[config.mk]
export PLATFORM = sky130hd
export DESIGN_NAME = debug_port_master
export DESIGN_NICKNAME = d
export VERILOG_FILES = /design/src/rtl/debug_port_master_pkg.sv /design/src/rtl/dbg_port_mux.sv /design/src/rtl/debug_port_master.sv
export SDC_FILE = /design/constraint.sdc
export NUM_CORES = 1
export LEC_CHECK = 0
export ABC_AREA = 1
export CAP_MARGIN = 10
export CORE_ASPECT_RATIO = 0.7
export CORE_MARGIN = 2
export CORE_UTILIZATION = 40
export CTS_CLUSTER_SIZE = 14
export DETAILED_ROUTE_END_ITERATION = 12
export PLACE_DENSITY_LB_ADDON = 0.1
export REMOVE_ABC_BUFFERS = 1
export SLEW_MARGIN = 20
export SYNTH_ARGS = -nofsm -noshare
export SYNTH_HDL_FRONTEND = slang
export SYNTH_HIERARCHICAL = 1
export SYNTH_SLANG_ARGS = --single-unit
[constraint.sdc]
create_clock -name CPU_CLK -period 2.12 [get_ports CPU_CLK]
set_input_delay 0.53 -clock CPU_CLK [delete_from_list [all_inputs] [get_ports CPU_CLK]]
set_output_delay 0.53 -clock CPU_CLK [all_outputs]
set_load 0.005 [all_outputs]
[src/rtl/debug_port_master_pkg.sv]
// Shared types and constants for the debug cache-port burst master.
package debug_port_master_pkg;

    // Burst engine states.
    typedef enum logic [2:0] {
        ST_IDLE  = 3'd0,
        ST_WRITE = 3'd1,
        ST_RADDR = 3'd2,
        ST_RWAIT = 3'd3,
        ST_ROUT  = 3'd4,
        ST_DONE  = 3'd5
    } state_e;

    // Debug port targets.
    localparam logic TGT_DCACHE = 1'b0;
    localparam logic TGT_ICACHE = 1'b1;

    // Byte distance between consecutive words of a burst.
    localparam logic [31:0] WORD_STEP = 32'd4;

    // Clears the byte offset of a start address.
    localparam logic [31:0] WORD_MASK = 32'hFFFF_FFFC;

endpackage

[src/rtl/dbg_port_mux.sv]
// Steers the registered debug access onto the selected cache port and
// returns that port's read data. The unselected port is held at zero.
module dbg_port_mux
    import debug_port_master_pkg::*;
(
    input  logic        target_i,
    input  logic [31:0] a2_i,
    input  logic [31:0] wd2_i,
    input  logic [3:0]  we2_i,
    output logic [31:0] dc_a2_o,
    output logic [31:0] dc_wd2_o,
    output logic [3:0]  dc_we2_o,
    output logic [31:0] ic_a2_o,
    output logic [31:0] ic_wd2_o,
    output logic [3:0]  ic_we2_o,
    input  logic [31:0] dc_rd2_i,
    input  logic [31:0] ic_rd2_i,
    output logic [31:0] rd2_o
);

    // Route the access to one side and pick that side's read data.
    always_comb begin
        // NOTE: every output gets a default first, so no path through the
        // block leaves one unassigned and no latch is inferred.
        dc_a2_o  = '0;
        dc_wd2_o = '0;
        dc_we2_o = '0;
        ic_a2_o  = '0;
        ic_wd2_o = '0;
        ic_we2_o = '0;
        rd2_o    = dc_rd2_i;
        if (target_i == TGT_DCACHE) begin
            dc_a2_o  = a2_i;
            dc_wd2_o = wd2_i;
            dc_we2_o = we2_i;
        end
        if (target_i == TGT_ICACHE) begin
            ic_a2_o  = a2_i;
            ic_wd2_o = wd2_i;
            ic_we2_o = we2_i;
            rd2_o    = ic_rd2_i;
        end
    end

endmodule

[src/rtl/debug_port_master.sv]
// Host-side burst master for the core's data/instruction cache debug ports.
// One command becomes a burst of word writes or reads; the core is held in
// reset while a burst is in flight.
module debug_port_master
    import debug_port_master_pkg::*;
#(
    parameter int unsigned LEN_W    = 16,
    parameter int unsigned READ_LAT = 1
) (
    input  logic             CPU_CLK,
    input  logic             CPU_RST_N,
    input  logic             cmd_valid,
    output logic             cmd_ready,
    input  logic             cmd_write,
    input  logic             cmd_target,
    input  logic [31:0]      cmd_addr,
    input  logic [LEN_W-1:0] cmd_len,
    input  logic [3:0]       cmd_be,
    input  logic             wdata_valid,
    output logic             wdata_ready,
    input  logic [31:0]      wdata,
    output logic             rdata_valid,
    input  logic             rdata_ready,
    output logic [31:0]      rdata,
    output logic             rdata_last,
    input  logic             abort,
    output logic             busy,
    output logic             done,
    output logic             core_hold,
    output logic [31:0]      dc_a2,
    output logic [31:0]      dc_wd2,
    output logic [3:0]       dc_we2,
    input  logic [31:0]      dc_rd2,
    output logic [31:0]      ic_a2,
    output logic [31:0]      ic_wd2,
    output logic [3:0]       ic_we2,
    input  logic [31:0]      ic_rd2
);

    state_e           state_q;
    logic [31:0]      addr_q;
    logic [LEN_W-1:0] cnt_q;
    logic [3:0]       be_q;
    logic             target_q;
    logic [2:0]       lat_q;
    logic [31:0]      a2_q;
    logic [31:0]      wd2_q;
    logic [3:0]       we2_q;
    logic [31:0]      rdata_q;
    logic             done_q;
    logic [31:0]      rd2;

    logic [31:0]      addr_inc_d;
    logic [LEN_W-1:0] cnt_dec_d;
    logic             last_word_d;

    assign addr_inc_d  = addr_q + WORD_STEP;
    assign cnt_dec_d   = cnt_q - LEN_W'(1);
    assign last_word_d = (cnt_q == LEN_W'(1));

    assign cmd_ready   = (state_q == ST_IDLE) && CPU_RST_N;
    assign busy        = (state_q != ST_IDLE);
    assign core_hold   = busy;
    assign wdata_ready = (state_q == ST_WRITE);
    assign rdata_valid = (state_q == ST_ROUT);
    assign rdata_last  = rdata_valid && last_word_d;
    assign rdata       = rdata_q;
    assign done        = done_q;

    // Burst sequencer: state, address/count/latency tracking and the
    // registered debug-port access.
    always_ff @(posedge CPU_CLK or negedge CPU_RST_N) begin
        if (!CPU_RST_N) begin
            state_q  <= ST_IDLE;
            addr_q   <= '0;
            cnt_q    <= '0;
            be_q     <= '0;
            target_q <= TGT_DCACHE;
            lat_q    <= '0;
            a2_q     <= '0;
            wd2_q    <= '0;
            we2_q    <= '0;
            rdata_q  <= '0;
            done_q   <= 1'b0;
        end else begin
            // NOTE: non-blocking assignments throughout, so every register
            // here sees the values from before this edge regardless of order.
            we2_q  <= '0;
            done_q <= 1'b0;
            case (state_q)
                ST_IDLE: begin
                    if (cmd_valid) begin
                        addr_q   <= cmd_addr & WORD_MASK;
                        cnt_q    <= cmd_len;
                        be_q     <= cmd_be;
                        target_q <= cmd_target;
                        if (cmd_len == '0)  state_q <= ST_DONE;
                        else if (cmd_write) state_q <= ST_WRITE;
                        else                state_q <= ST_RADDR;
                    end
                end
                ST_WRITE: begin
                    if (abort) begin
                        state_q <= ST_DONE;
                    end else if (wdata_valid) begin
                        a2_q   <= addr_q;
                        wd2_q  <= wdata;
                        we2_q  <= be_q;
                        addr_q <= addr_inc_d;
                        cnt_q  <= cnt_dec_d;
                        if (last_word_d) state_q <= ST_DONE;
                    end
                end
                ST_RADDR: begin
                    if (abort) begin
                        state_q <= ST_DONE;
                    end else begin
                        a2_q    <= addr_q;
                        lat_q   <= 3'(READ_LAT);
                        state_q <= ST_RWAIT;
                    end
                end
                ST_RWAIT: begin
                    if (abort) begin
                        state_q <= ST_DONE;
                    end else begin
                        lat_q <= lat_q - 3'd1;
                        if (lat_q == 3'd1) begin
                            rdata_q <= rd2;
                            state_q <= ST_ROUT;
                        end
                    end
                end
                ST_ROUT: begin
                    if (abort) begin
                        state_q <= ST_DONE;
                    end else if (rdata_ready) begin
                        addr_q  <= addr_inc_d;
                        cnt_q   <= cnt_dec_d;
                        state_q <= last_word_d ? ST_DONE : ST_RADDR;
                    end
                end
                ST_DONE: begin
                    a2_q    <= '0;
                    wd2_q   <= '0;
                    done_q  <= 1'b1;
                    state_q <= ST_IDLE;
                end
                default: state_q <= ST_IDLE;
            endcase
        end
    end

    dbg_port_mux u_mux (
        .target_i (target_q),
        .a2_i     (a2_q),
        .wd2_i    (wd2_q),
        .we2_i    (we2_q),
        .dc_a2_o  (dc_a2),
        .dc_wd2_o (dc_wd2),
        .dc_we2_o (dc_we2),
        .ic_a2_o  (ic_a2),
        .ic_wd2_o (ic_wd2),
        .ic_we2_o (ic_we2),
        .dc_rd2_i (dc_rd2),
        .ic_rd2_i (ic_rd2),
        .rd2_o    (rd2)
    );

endmodule

==> impl_results.md, run 1 <==
* Initial Util at 40.9%
* Commonest non-fill, non-tap cell in the layout: nand2_1
* Post-DP HPWL at 23.3 mm
* CTS Sinks at 157
* Achievable Freq at 0.438 GHz
* Overall die area at 0.0256 mm^2
* Port Buffer Count at 328
* Synth unique cells at 34
* Core area at 0.0238 mm^2
* # diodes at 0
* Share of layout cells above drive strength 1 at 17.4%
* Synth Cell Area at 0.00972 mm^2
* Post-layout min period at 2280 ps
* CP max stage cell: dfrtp_4
* R2r endpoint: addr_q[24]
* RSZ-0062 raised after global routing: true
* Ys async rst share at 100%
* CP Buf/Inv Count at 4
* Vias per inst at 4.69
* Crit Path Category: register to output port
* Largest net degree at the start of global routing at 84
* Outcome: complete, but fails checks
* Critical Path AT at 1750 ps
* Vias in the first global route at 9162
* Critical-path cell list: buf_12 -> buf_6 -> nand2_1 -> inv_1 -> clkdlybuf4s50_1
* DRC viols at 0
* GRT overflow at 0
* Cells after DPL at 2099
* Horiz. Die Dim at 190 um
* Max Cap Viol at 0
* CP endpoint kind: output port
* Register Area at 0.00393 mm^2
* Final Hold Viols at 0
* Worst Tran Pin Value at 726 ps
* Critical Path Max Stage Delay at 490 ps
* Skew final at 10.9 ps
* Violated checks: negative setup slack
* Synthesized flop and latch total at 157
* Finished Layout Cells at 2162
* Critical path required time at 1590 ps
* CTS tree: done
* Worst-skew pair later-pin latency at 440 ps
* Routed len/inst at 15.4 um
* Multi-input gate area at 0.00462 mm^2
* Max-slew violation count at 0
* Critical path peak fanout at 9
* Clock root buffer: clkbuf_16
* Seq/Total Area, Yosys at 40.4%
* Top FF cell, synth: dfrtp_1
* Worst setup margin at -162 ps
* PD cells at 1410 mW/mm^2
* Antenna violations before repair at 0
* Global Route Usage Sum at 25.4%
* Site Rows at 47
* Worst slack, placed at -78.8 ps
* Peak supply drop at 0.614 mV
* First-pass GRT wire length at 50.9 mm
* Die Y at 134 um
* Post-route ant nets at 0
* R2R Path Start: state_q[0]
* Maximum buffer depth of the clock tree at 2
* Hold Crit Class: primary input to asynchronous set/reset pin
* Worst R2R Path Depth at 13
* Nets@finish at 1992
* Area Overhead vs Synth at 48.3%
* Most frequent cells in the layout: nand2_1 (444), inv_1 (241), clkdlybuf4s50_1 (187)
* Pleak at 7.60 nW
* TritonRoute pass-1 iters at 6
* Syn avg cell area at 6.65 um^2
* DR iter-0 viols at 728
* CP top delay family: buffers and inverters
* Critical Path Source Type: register
* Tcrit/Tclk final at 108%
* Fillers at 2253
* Gp weighted congestion at 0.903
* Max_slew headroom at 51.6%
* Io pins at 331
* Synth Instances at 1462
* Clock transition at the registers of the reported paths at 70 ps
* Internal reg-to-reg setup slack at 70 ps
* CTS Buf Count at 17
* Total Wirelength at 33.3 mm
* Post-synth EDFFs at 0
* Hold Buf Count CTS at 0
* Via count at 10100
* Ys Warns at 6
* Setup violations, final at 93
* H-tree depth at 4
[cells in the mapped netlist (5+ instances only)]
cell type  count  area (um^2)
a21oi_1        7         35.0
inv_2         17         63.8
ha_1           5         62.6
mux2_1        30          338
o21ai_1        5         25.0
clkbuf_1      15         56.3
nand2_2       11         68.8
nor2_1       227          852
inv_1        244          916
xor2_1         6         52.6
buf_6         13          146
dfrtp_1      157         3930
buf_2         31          155
o21ai_0       84          420
nand2_1      454         1700
nand4_1        5         31.3
nand3_1      123          616
[how the worst max path moves through the flow]
stage                            from          to  slack (ps)  depth (start not counted)
after floorplan              target_q    rdata[0]       -2200                          4
after global placement    wdata_valid  addr_q[15]         -40                         10
after detailed placement  wdata_valid     a2_q[7]         -80                          8
after CTS                    target_q   ic_we2[1]        -310                          5
after global routing         target_q   ic_a2[14]        -230                          5
final                        target_q   ic_a2[14]        -160                          5
[area by class of cell]
| class | count | share of cell area (%) |
|---|---|---|
| multi-input combinational | 981 | 32.1 |
| sequential | 157 | 27.3 |
| tap | 318 | 2.76 |
| clock buffer | 18 | 2.98 |
| inverter | 261 | 6.80 |
| clock inverter | 14 | 1.02 |
| timing repair buffer | 413 | 27.1 |
[power breakdown]
group          total [mW]  switching, mW  internal [mW]
Combinational        11.6           6.30           5.32
Clock                3.06           1.48           1.57
Sequential           5.67           1.30           4.37
Total                20.4           9.08           11.3
[sequential cells by signal, summed over array words and instances, names as in the netlist]
name,count
rdata,32
wd2_q,32
a2_q,31
addr_q,30
cnt_q,16
be_q,4
we2_q,4
lat_q,3
state_q,3
done,1
target_q,1
[cell families (layout without fill, tap and decap cells)]
family,after synthesis,after routing,share of synthesized area [%]
compound gates,100,100,5.30
fa+ha+maj,5,5,0.644
flops,157,157,40.4
mux,33,33,3.82
buf+inv,324,706,14.1
xor+xnor,10,10,0.901
simple gates,833,833,34.8
[metrics by stage]
step / total power [mW] / setup TNS, ps / utilization (%) / area, um^2 / hold slack [ps]
after floorplan: 10.7 / -287620 / - / 9330 / 234
final: 20.4 / -6800 / 60.7 / 14400 / 182
after CTS: 19.8 / -7370 / 60.3 / 14300 / 189
after detailed placement: 16.4 / -1750 / 57.0 / 13600 / 480
after global placement: 16.3 / -1870 / 57.0 / 13600 / 475
after global routing: 22.1 / -13880 / 60.7 / 14400 / 204
[repair_timing]
item,CTS,global route
resized for setup,310,149
endpoints found under the setup margin,142,166
buffers inserted,14,11
pin swaps,4,5
cloned,3,4
[routing by layer]
metal	GRT usage (%)	wire length (um)
met3	5.42	2010
met2	39.4	14900
met4	4.65	295
met1	36.9	16000
met5	0	0
Power figures use the tool's default switching activity.
==> run 2, diff against run 1 <==
--- a/config.mk
+++ b/config.mk
@@ -13,6 +13,7 @@
 export CTS_CLUSTER_SIZE = 14
 export DETAILED_ROUTE_END_ITERATION = 12
 export PLACE_DENSITY_LB_ADDON = 0.1
+export RECOVER_POWER = 25
 export REMOVE_ABC_BUFFERS = 1
 export SLEW_MARGIN = 20
 export SYNTH_ARGS = -nofsm -noshare
==> run 2 against run 1 <==
The run still ends with negative setup slack left; maximum frequency grew 0.13%; wire length shrank 0.21%; clock skew grew 0.87 ps; largest power group unchanged.
==> impl_results.md, run 2 (same netlist as run 1, synthesis figures left out) <==
* Initial Util at 40.9%
* Violated checks: negative setup slack
* Fillers at 2260
* GRT overflow at 0
* Critical Path Source Type: register
* Worst R2R Path Depth at 13
* Max_slew headroom at 38.9%
* Max Cap Viol at 0
* Maximum buffer depth of the clock tree at 2
* Clock root buffer: clkbuf_16
* DRC viols at 0
* Io pins at 331
* R2R Path Start: state_q[0]
* Post-route setup TNS at -6530 ps
* Global Route Usage Sum at 25.4%
* Register Area at 0.00393 mm^2
* PD cells at 1410 mW/mm^2
* Nets@finish at 1992
* Post-layout min period at 2280 ps
* Worst setup margin at -160 ps
* Hold Crit Class: register to register
* DR iter-0 viols at 741
* Largest net degree at the start of global routing at 84
* Final hold slack at 491 ps
* CTS tree: done
* Area Overhead vs Synth at 48.1%
* CTS Sinks at 157
* Post-DP HPWL at 23.3 mm
* Core area at 0.0238 mm^2
* Vias in the first global route at 9162
* Achievable Freq at 0.439 GHz
* CTS Buf Count at 17
* Overall die area at 0.0256 mm^2
* Total Wirelength at 33.2 mm
* RSZ-0062 raised after global routing: true
* Max-slew violation count at 0
* Hold depth at 1
* Gp weighted congestion at 0.903
* Peak supply drop at 0.611 mV
* Routed len/inst at 15.4 um
* Commonest non-fill, non-tap cell in the layout: nand2_1
* Hold wc startpoint: rdata[21]
* Most frequent cells in the layout: nand2_1 (444), inv_1 (241), clkdlybuf4s50_1 (187)
* Vias per inst at 4.68
* Pleak at 7.59 nW
* Post-route ant nets at 0
* Multi-input gate area at 0.00462 mm^2
* H-tree depth at 4
* Antenna violations before repair at 1
* Final Hold Viols at 0
* Crit Path Category: register to output port
* TritonRoute pass-1 iters at 5
* Worst Tran Pin Value at 917 ps
* Site Rows at 47
* # diodes at 0
* Internal reg-to-reg setup slack at 70 ps
* WHS Endpoint: rdata[21]
* First-pass GRT wire length at 50.9 mm
* CP endpoint kind: output port
* Critical path peak fanout at 9
* Setup violations, final at 93
* Die Y at 134 um
* Outcome: complete, but fails checks
* Port Buffer Count at 328
* Via count at 10100
* Horiz. Die Dim at 190 um
* Worst-skew pair later-pin latency at 440 ps
* Critical Path AT at 1750 ps
* Tcrit/Tclk final at 108%
* Share of layout cells above drive strength 1 at 17.3%
* Skew final at 11.8 ps
* Critical path required time at 1590 ps
* R2r endpoint: addr_q[24]
* Clock transition at the registers of the reported paths at 70 ps
[run 2: power breakdown]
group	switching, mW	internal (mW)	leakage (nW)
combinational	6.29	5.31	5.31
clock	1.48	1.57	0.280
sequential	1.30	4.37	2.00
total	9.08	11.3	7.59
[run 2: cell type report]
| cell class | count | share of cell area, % |
|---|---|---|
| multi-input cells | 981 | 32.1 |
| flip-flops and latches | 157 | 27.3 |
| repair buffers | 413 | 27.0 |
| inverters | 261 | 6.81 |
| clock buffers | 18 | 2.98 |
| well taps | 318 | 2.76 |
| clock inverters | 14 | 1.02 |
[run 2: repair_timing]
action,in CTS,in global routing
gates resized for setup,310,149
hold buffers,0,0
buffers inserted,14,11
endpoints found under the setup margin,142,166
pin swaps,4,5
cloned,3,4
endpoints found under the hold margin,0,0
[run 2: per-layer routing]
layer	track usage, %	part of all wire [%]	up-vias
li1	-	-	5134
met1	36.9	48	4668
met2	39.4	45	290
met3	5.42	6.5	26
met4	4.65	0.95	2
met5	0	0.039	-
[run 2: worst max path at each step]
stage,end,from,depth (start not counted)
3_5_place_dp,a2_q[7],wdata_valid,8
3_3_place_gp,addr_q[15],wdata_valid,10
5_1_grt,ic_a2[14],target_q,5
2_1_floorplan,rdata[0],target_q,4
4_1_cts,ic_we2[1],target_q,5
6_report,ic_a2[14],target_q,5
[run 2: worst max-delay path: stages (launching register included)]
cell             delay [ps]
dfrtp_4                 490
buf_12                  160
buf_6                   130
nand2_1                  60
inv_1                    40
clkdlybuf4s50_1         430
[run 2: stage by stage]
stage | power [mW] | area (um^2) | worst slack [ps] | utilization [%] | cells
2_1_floorplan | 10.7 | 9330 | -2200 | - | 1399
3_3_place_gp | 16.3 | 13600 | -39.0 | 57.0 | 2099
3_5_place_dp | 16.4 | 13600 | -78.8 | 57.0 | 2099
4_1_cts | 19.8 | 14300 | -305 | 60.3 | 2148
5_1_grt | 22.1 | 14400 | -227 | 60.6 | 2162
6_report | 20.3 | 14400 | -160 | 60.6 | 2162
